## src/rtl/rom_stream_reader.sv

```systemverilog
// ROM read sequencer: issues addresses to a 1-cycle-latency ROM and streams words over valid/ready.
// Optional transfer checksum enabled by defining ROM_STREAM_READER_CHECKSUM_EN.
module rom_stream_reader #(
  parameter int DATA_WIDTH = 8,
  parameter int ADDR_WIDTH = 8,
  parameter int LEN_WIDTH  = ADDR_WIDTH + 1
) (
  input  logic                  clk_i,
  input  logic                  rst_i,
  input  logic                  start_i,
  input  logic [ADDR_WIDTH-1:0] base_addr_i,
  input  logic [LEN_WIDTH-1:0]  len_i,
  output logic                  busy_o,
  output logic                  done_o,
  output logic [ADDR_WIDTH-1:0] rom_addr_o,
  input  logic [DATA_WIDTH-1:0] rom_data_i,
  output logic [DATA_WIDTH-1:0] m_data_o,
  output logic                  m_valid_o,
  output logic                  m_last_o,
  input  logic                  m_ready_i,
  output logic [DATA_WIDTH-1:0] checksum_o
);

  localparam int FIFO_DEPTH = 4;

  typedef enum logic [1:0] {
    ST_IDLE  = 2'd0,
    ST_ISSUE = 2'd1,
    ST_DRAIN = 2'd2
  } state_e;

  state_e                state_q, state_d;
  logic [ADDR_WIDTH-1:0] next_addr_q, next_addr_d;
  logic [ADDR_WIDTH-1:0] rom_addr_q, rom_addr_d;
  logic [LEN_WIDTH-1:0]  issue_cnt_q, issue_cnt_d;
  logic [LEN_WIDTH-1:0]  beat_cnt_q, beat_cnt_d;
  logic                  rd_pend1_q, rd_pend1_d;
  logic                  rd_pend2_q, rd_pend2_d;
  logic [DATA_WIDTH-1:0] fifo_mem_q [FIFO_DEPTH];
  logic [DATA_WIDTH-1:0] fifo_mem_d [FIFO_DEPTH];
  logic [1:0]            wr_ptr_q, wr_ptr_d;
  logic [1:0]            rd_ptr_q, rd_ptr_d;
  logic [2:0]            count_q, count_d;
  logic                  done_q, done_d;

  logic                  m_valid_s;
  logic                  pop_s;
  logic                  push_s;
  logic                  credit_s;
  logic                  issue_s;

`ifdef ROM_STREAM_READER_CHECKSUM_EN
  logic [DATA_WIDTH-1:0] csum_q, csum_d;
  logic                  start_accept_s;
`endif

  // Next-state logic: FSM, issue credit, read pipeline and FIFO bookkeeping.
  always_comb begin
    state_d     = state_q;
    next_addr_d = next_addr_q;
    rom_addr_d  = rom_addr_q;
    issue_cnt_d = issue_cnt_q;
    beat_cnt_d  = beat_cnt_q;
    fifo_mem_d  = fifo_mem_q;
    wr_ptr_d    = wr_ptr_q;
    rd_ptr_d    = rd_ptr_q;
    count_d     = count_q;
    done_d      = 1'b0;

    m_valid_s = (count_q != 3'd0);
    pop_s     = m_valid_s && m_ready_i;
    push_s    = rd_pend2_q;
    // Two read stages in flight plus stored words must fit the FIFO.
    credit_s  = (({1'b0, count_q} + {3'b000, rd_pend1_q} + {3'b000, rd_pend2_q}) < 4'd4);
    issue_s   = (state_q == ST_ISSUE) && credit_s;

    if (pop_s) begin
      beat_cnt_d = beat_cnt_q - LEN_WIDTH'(1);
      rd_ptr_d   = rd_ptr_q + 2'd1;
    end else begin
      beat_cnt_d = beat_cnt_q;
      rd_ptr_d   = rd_ptr_q;
    end

    if (push_s) begin
      fifo_mem_d[wr_ptr_q] = rom_data_i;
      wr_ptr_d             = wr_ptr_q + 2'd1;
    end else begin
      wr_ptr_d = wr_ptr_q;
    end

    case ({push_s, pop_s})
      2'b10:   count_d = count_q + 3'd1;
      2'b01:   count_d = count_q - 3'd1;
      default: count_d = count_q;
    endcase

    case (state_q)
      ST_IDLE: begin
        if (start_i) begin
          if (len_i != {LEN_WIDTH{1'b0}}) begin
            state_d     = ST_ISSUE;
            next_addr_d = base_addr_i;
            issue_cnt_d = len_i;
            beat_cnt_d  = len_i;
          end else begin
            done_d = 1'b1;
          end
        end else begin
          state_d = ST_IDLE;
        end
      end
      ST_ISSUE: begin
        if (issue_s) begin
          rom_addr_d  = next_addr_q;
          next_addr_d = next_addr_q + ADDR_WIDTH'(1);
          issue_cnt_d = issue_cnt_q - LEN_WIDTH'(1);
          if (issue_cnt_q == LEN_WIDTH'(1)) begin
            state_d = ST_DRAIN;
          end else begin
            state_d = ST_ISSUE;
          end
        end else begin
          state_d = ST_ISSUE;
        end
      end
      ST_DRAIN: begin
        if (pop_s && (beat_cnt_q == LEN_WIDTH'(1))) begin
          state_d = ST_IDLE;
          done_d  = 1'b1;
        end else begin
          state_d = ST_DRAIN;
        end
      end
      default: begin
        state_d = ST_IDLE;
      end
    endcase

    rd_pend1_d = issue_s;
    rd_pend2_d = rd_pend1_q;
  end

`ifdef ROM_STREAM_READER_CHECKSUM_EN
  // Checksum accumulator: cleared on start accept, summed over transferred beats.
  always_comb begin
    start_accept_s = (state_q == ST_IDLE) && start_i;
    if (start_accept_s) begin
      csum_d = {DATA_WIDTH{1'b0}};
    end else if (pop_s) begin
      csum_d = csum_q + m_data_o;
    end else begin
      csum_d = csum_q;
    end
  end
`endif

  // State registers with synchronous reset; reset also discards in-flight reads.
  always_ff @(posedge clk_i) begin
    if (rst_i) begin
      state_q     <= ST_IDLE;
      next_addr_q <= {ADDR_WIDTH{1'b0}};
      rom_addr_q  <= {ADDR_WIDTH{1'b0}};
      issue_cnt_q <= {LEN_WIDTH{1'b0}};
      beat_cnt_q  <= {LEN_WIDTH{1'b0}};
      rd_pend1_q  <= 1'b0;
      rd_pend2_q  <= 1'b0;
      for (int i = 0; i < FIFO_DEPTH; i++) begin
        fifo_mem_q[i] <= {DATA_WIDTH{1'b0}};
      end
      wr_ptr_q    <= 2'd0;
      rd_ptr_q    <= 2'd0;
      count_q     <= 3'd0;
      done_q      <= 1'b0;
`ifdef ROM_STREAM_READER_CHECKSUM_EN
      csum_q      <= {DATA_WIDTH{1'b0}};
`endif
    end else begin
      state_q     <= state_d;
      next_addr_q <= next_addr_d;
      rom_addr_q  <= rom_addr_d;
      issue_cnt_q <= issue_cnt_d;
      beat_cnt_q  <= beat_cnt_d;
      rd_pend1_q  <= rd_pend1_d;
      rd_pend2_q  <= rd_pend2_d;
      fifo_mem_q  <= fifo_mem_d;
      wr_ptr_q    <= wr_ptr_d;
      rd_ptr_q    <= rd_ptr_d;
      count_q     <= count_d;
      done_q      <= done_d;
`ifdef ROM_STREAM_READER_CHECKSUM_EN
      csum_q      <= csum_d;
`endif
    end
  end

  assign busy_o     = (state_q != ST_IDLE);
  assign done_o     = done_q;
  assign rom_addr_o = rom_addr_q;
  assign m_valid_o  = m_valid_s;
  assign m_data_o   = fifo_mem_q[rd_ptr_q];
  assign m_last_o   = m_valid_s && (beat_cnt_q == LEN_WIDTH'(1));

`ifdef ROM_STREAM_READER_CHECKSUM_EN
  assign checksum_o = csum_q;
`else
  assign checksum_o = {DATA_WIDTH{1'b0}};
`endif

endmodule

```

## config.mk

```make
export PLATFORM = sky130hd
export DESIGN_NAME = rom_stream_reader
export DESIGN_NICKNAME = d
export VERILOG_FILES = /design/src/rtl/rom_stream_reader.sv
export SDC_FILE = /design/constraint.sdc
export NUM_CORES = 1
export LEC_CHECK = 0
export CAP_MARGIN = 5
export CORE_UTILIZATION = 65
export DETAILED_ROUTE_END_ITERATION = 12
export DONT_BUFFER_PORTS = 1
export PLACE_DENSITY = 0.89
export SLEW_MARGIN = 0
export SYNTH_ARGS = -nofsm -noshare
export SYNTH_HDL_FRONTEND = slang
export SYNTH_SLANG_ARGS = --single-unit
export TNS_END_PERCENT = 20
```

## constraint.sdc

```tcl
create_clock -name clk_i -period 4.1 [get_ports clk_i]
set_input_delay 0.41 -clock clk_i [delete_from_list [all_inputs] [get_ports clk_i]]
set_output_delay 0.41 -clock clk_i [all_outputs]
set_load 0.005 [all_outputs]
```

* Word level (Yosys, flattened, before mapping)
Index checks and enable logic that the tools add are counted.
** Cells by class
- Add/sub/neg operators :: 9
- Muxes and demuxes :: 29
- Bitwise operators :: 2
- Eq/ne operators :: 10
- $lt $le $gt $ge :: 4
- Reductions and logical operators :: 13
** Operator list (number)
- 9-bit 2-to-1 mux :: 7
- 8-bit 2-to-1 mux :: 6
- 32-bit bitwise mux :: 1
- 9-bit by 1-bit equality test with 1-bit output (second input constant) :: 2
- 9-bit case mux with 2 select lines :: 1
- 9-bit by 1-bit subtractor with 9-bit output (second input constant) :: 2
- 8-bit binary-select mux with 2-bit select :: 1
- 8-bit demux with 2-bit select :: 1
- 8-bit case mux with 2 select lines :: 1
- 2-bit 2-to-1 mux :: 5
- 9-bit nonzero test :: 1
- 8-bit by 1-bit adder with 8-bit output (second input constant) :: 1
- 3-bit greater-or-equal comparator (second input constant) :: 2
- 2-bit inequality test (second input constant) :: 3
- 2-bit inverter with 3-bit output :: 2
- 2-bit case mux with 3 select lines :: 1
- 3-bit case mux with 2 select lines :: 1
- 2-bit nonzero test :: 3
- 1-bit logical AND :: 5
- 2-bit by 1-bit adder with 2-bit output (second input constant) :: 2
- 3-bit by 1-bit adder with 4-bit output :: 1
- 4-bit by 1-bit adder with 4-bit output :: 1
- 2-bit by 1-bit equality test with 1-bit output (second input constant) :: 2
- 2-bit equality test (second input constant) :: 2
- 11 further kinds :: 13
** Word-level totals
- Logic and storage cells :: 82
- Output and inout port bits :: 28
- Input port bits :: 29
- Flip-flop bits (word level) :: 78

* Logic depth before layout (Yosys ltp)
- Word-level depth :: 6
- Gate-level depth with buffers :: 9
- Gate-level depth less buffers :: 8

* Worst setup path before layout
Ideal clock, no wire load.
- Path kind :: flip-flop to flip-flop
- Start :: reg count_q[2]
- End :: reg count_q[2]
- Stages on the path, launching flop included :: 9
- Path buffers :: 0
- Data required time :: 4030 ps
- Library setup time :: 70 ps
- Clock period less this slack :: 2090 ps
- Slack :: 2010 ps
- Arrival time :: 2019 ps
- Path through :: dfxtp_1 > o31ai_1 > inv_1 > ha_1 > inv_1 > fa_1 > xor2_1 > or3_1 > a21oi_1
** Between the ends
- Cells in the longest elaborated chain, start to end :: 4
- Elaborated cells between the ends (all ways) :: 8
- Those cells by class :: 2 x add/sub; 2 x eq/ne; 1 x mux; 3 x reduce/logical
** RTL lines
- start, declared :: line 43 : logic [2:0] count_q, count_d;
- start signal, assigned :: line 189 : count_q <= count_d;
- 3-bit nonzero test * :: line 70 : m_valid_s = (count_q != 3'd0);
- 1-bit logical AND * :: line 71 : pop_s = m_valid_s && m_ready_i;
- via pop_s :: line 47 : logic pop_s;
- 2-bit by 1-bit equality test with 1-bit output or 2-bit equality test (tied branches) :: line 92 : case ({push_s, pop_s})
- 3-bit case mux with 2 select lines or 2-bit nonzero test (tied branches)
The timed path passes the listed nets; every way through them passes the cells marked *.
A chain may end at the register's enable or synchronous reset.

* Worst setup path in the final report
- Start :: reg state_q[0]
- End :: reg next_addr_q[5]
** Between the ends
- Cells in the longest elaborated chain, start to end :: 4
- Elaborated cells between the ends (all ways) :: 9
- Those cells by class :: 4 x eq/ne; 1 x mux; 4 x reduce/logical
** RTL lines
- start, declared :: line 32 : state_e state_q, state_d;
- start signal, assigned :: line 179 : state_q <= state_d;
- 2-bit by 1-bit equality test with 1-bit output :: line 75, 98
- 1-bit logical AND :: line 75 : issue_s = (state_q == ST_ISSUE) && credit_s;
- 2-bit inequality test (no line)
- 4-bit AND reduction (no line)
- end signal, assigned :: line 162 : next_addr_q <= {ADDR_WIDTH{1'b0}};
- end signal, assigned :: line 180 : next_addr_q <= next_addr_d;
- end, declared :: line 33 : logic [ADDR_WIDTH-1:0] next_addr_q, next_addr_d;
Several ways; a longest one is shown, not always the timed one.

==> qor.yml <==
status:
  run_status: "complete, no violations"
yosys:
  syn-instance-count: 466
  synth_edf_count: 0
  synth.distinct_cells: 56
  yosysSeqAreaShare_pct: 39.48
  synth_warnings: 0
  synthFlopType: "dfxtp_1"
  syn_area_per_cell_um2: 8.487
  synthArstFlopShare_pct: 0
  ys_ff_latch: 78
  synth_area_mm2: 0.003955
clock_tree:
  clkTransAtPathRegs_ns: 0.09
  cts_tree: "built"
  post_cts_resized: 0
  clockRootBuffer: "clkbuf_8"
  clk-insertion-delay-late_ns: 0.36
  cts_setup_buffers: 0
  cts.sinks: 78
  htreeDepth: 3
  hold_buffers: 0
  cts_buffers: 9
  clockBufferDepth: 2
drt:
  wl_per_cell_um: 17.72
  drc_errors: 0
  vias: 3409
  firstDrtPassIters: 5
  antenna_left: 0
  wl_um: 9322
  drtIter0Drc: 307
  via_per_inst: 6.481
timing:
  hold_viol_final: 0
  worst_pin_slew_ns: 1.074
  max_freq_mhz: 384.2
  slew_headroom_pct: 28.42
  finClkSkew_ns: 0.01440
  slew_viol_final: 0
  fin_crit_sh_pct: 63.48
  grt_setup_unrepaired: "false"
  period_minus_slack_ns: 2.603
  setup_viol: 0
  fin_setup_tns_ns: 0
critical_path:
  r2r-end: "next_addr_q[5]"
  worstPathCellList: "nand2b_1 -> or4_1 -> a2111oi_0 -> a31o_2"
  arrival_ns: 2.90
  crit_path_max_fanout: 31
  slowest_stage: "or4_1"
  cp.required_ns: 4.40
  critPathMaxStageDelay_ns: 0.71
  path_class: "reg2reg"
  end_kind: "register"
  startpoint_type: "register"
  r2r_start: "state_q[0]"
  r2r_slack_ns: 1.50
  worst-r2r-cell-count: 4
final_layout:
  post-route-util_pct: 69.43
  layout_common_cells: "78 x dfxtp_1, 59 x nand2_1, 50 x a21oi_1, 38 x nand3_1, 36 x nor2_1"
  drive_gt1_share_pct: 8.647
  fin_cells: 526
  final_common_cell: "dfxtp_1"
  layout.nets: 487
  syn2layout_area_growth_pct: 3.322
  stdcell_area_mm2: 0.004086
  antennaDiodeCount: 0
power:
  leakagePower_nw: 1.386
  clockPowerShare_pct: 31.4
  swShare_pct: 32.67
  power.switching_w: 0.0005695
  p_int_w: 0.001174
  p_seq_share_pct: 50.6
  combPwrFrac_pct: 18.0
  powerDensity_mw_per_mm2: 426.6
  peakVddDrop_mv: 0.2135
grt:
  antenna_found_initial: 0
  grt_pass1_wl_um: 15440
  grt_pass1_vias: 3203
  grt_overflow: 0
  grt_usage_pct: 31.35
  grt_max_degree: 76
die:
  ios: 57
  die_w_um: 80.01
  coreArea_mm2: 0.005886
  die_height_um: 80.01
  row_count: 28
  die_area_mm2: 0.006401
  start_util_pct: 67.20
min_path:
  hold-path-cell-count: 1
  holdCritPathClass: "in2reg"
  worstHoldStart: "rst_i"
  hold_end: "beat_cnt_q[4]"
place:
  place_area_mm2: 0.003902
  gp_congestion: 0.8458
  port_buffers: 0
  place_inst: 510
  hpwlAfterDp_um: 6325
flow_run:
  maxCapViolCount: 0
state kept, by name (all words and copies together), names as in the netlist:
signal	flops
beat_cnt_q	9
count_q	3
done_o	1
fifo_mem_q	32
issue_cnt_q	9
next_addr_q	8
push_s	1
rd_pend1_q	1
rd_ptr_q	2
rom_addr_o	8
state_q	2
wr_ptr_q	2
per-layer routing:
metal	vias up	track usage, %	wire length [µm]
met1	1595	40.53	3817
met2	163	48.89	4499
met4	0	13.21	149
met5	-	0	0
met3	14	8.914	856
li1	1637	-	-
cell usage after synthesis, types with 4 or more instances:
cell type / number / area (µm²)
nand2_1: 59 / 221.5
dfxtp_1: 78 / 1562
inv_1: 15 / 56.30
o311ai_0: 11 / 96.34
xnor2_1: 7 / 61.31
a31oi_1: 5 / 31.28
ha_1: 11 / 137.6
buf_4: 9 / 67.56
o21ai_0: 9 / 45.04
xor2_1: 4 / 35.03
nand3_1: 38 / 190.2
clkbuf_1: 26 / 97.59
a21oi_1: 50 / 250.2
mux4_2: 8 / 180.2
o31ai_1: 11 / 82.58
nor3_1: 10 / 50.05
nor2_1: 36 / 135.1
a211oi_1: 7 / 52.55
mux2i_1: 10 / 100.1
area by class of cell:
class,count,area (µm²)
inverters,15,56.30
well taps,75,93.84
multi-input cells,340,2176
flip-flops and latches,78,1562
clock inverters,7,60.06
fillers,475,1799
repair buffers,2,15.01
clock buffers,9,123.9
cells by family (layout without fill, tap and decap cells):
| kind of cell | count (synthesis) | count (layout) | share of synthesized area (%) |
|---|---|---|---|
| AO/OA/AOI/OAI | 114 | 114 | 19.04 |
| XOR/XNOR | 11 | 11 | 2.436 |
| adder cells (fa/ha/maj) | 12 | 12 | 3.986 |
| buffers and inverters | 55 | 33 | 6.169 |
| flip-flops | 78 | 78 | 39.48 |
| multiplexers | 18 | 18 | 7.086 |
| other | 1 | 8 | 0.09482 |
| AND/OR/NAND/NOR | 177 | 177 | 21.70 |
stage by stage:
stage          hold WS (ns)  power (W)  setup slack (ns)
5_1_grt             0.09639   0.001833             1.349
4_1_cts             0.09302   0.001746             1.532
3_5_place_dp         0.4391   0.001205             1.545
6_report             0.1241   0.001743             1.497
3_3_place_gp         0.4322   0.001191             1.707
2_1_floorplan        0.4331   0.001153             2.010
power groups by stage:
stage	Combinational (W)	Clock [W]	Sequential [W]
after global placement	0.000297	0	0.000894
final	0.000314	0.000547	0.000882
after detailed placement	0.000307	0	0.000898
after CTS	0.000310	0.000555	0.000881
after global routing	0.000349	0.000592	0.000892
after floorplan	0.000286	0	0.000867
how the worst max path moves through the flow:
stage / from / endpoint
after detailed placement: state_q[0] / next_addr_q[5]
after global placement: state_q[0] / next_addr_q[5]
after CTS: state_q[0] / next_addr_q[5]
final: state_q[0] / next_addr_q[5]
after global routing: state_q[0] / next_addr_q[5]
after floorplan: count_q[2] / count_q[2]
worst max-delay path: cells and delay by family (launching register included):
family	cells	cell delay, ns
compound gates	2	0.63
flops	1	0.56
simple gates	2	1.35
No activity file was read; power rests on OpenSTA's default activity.
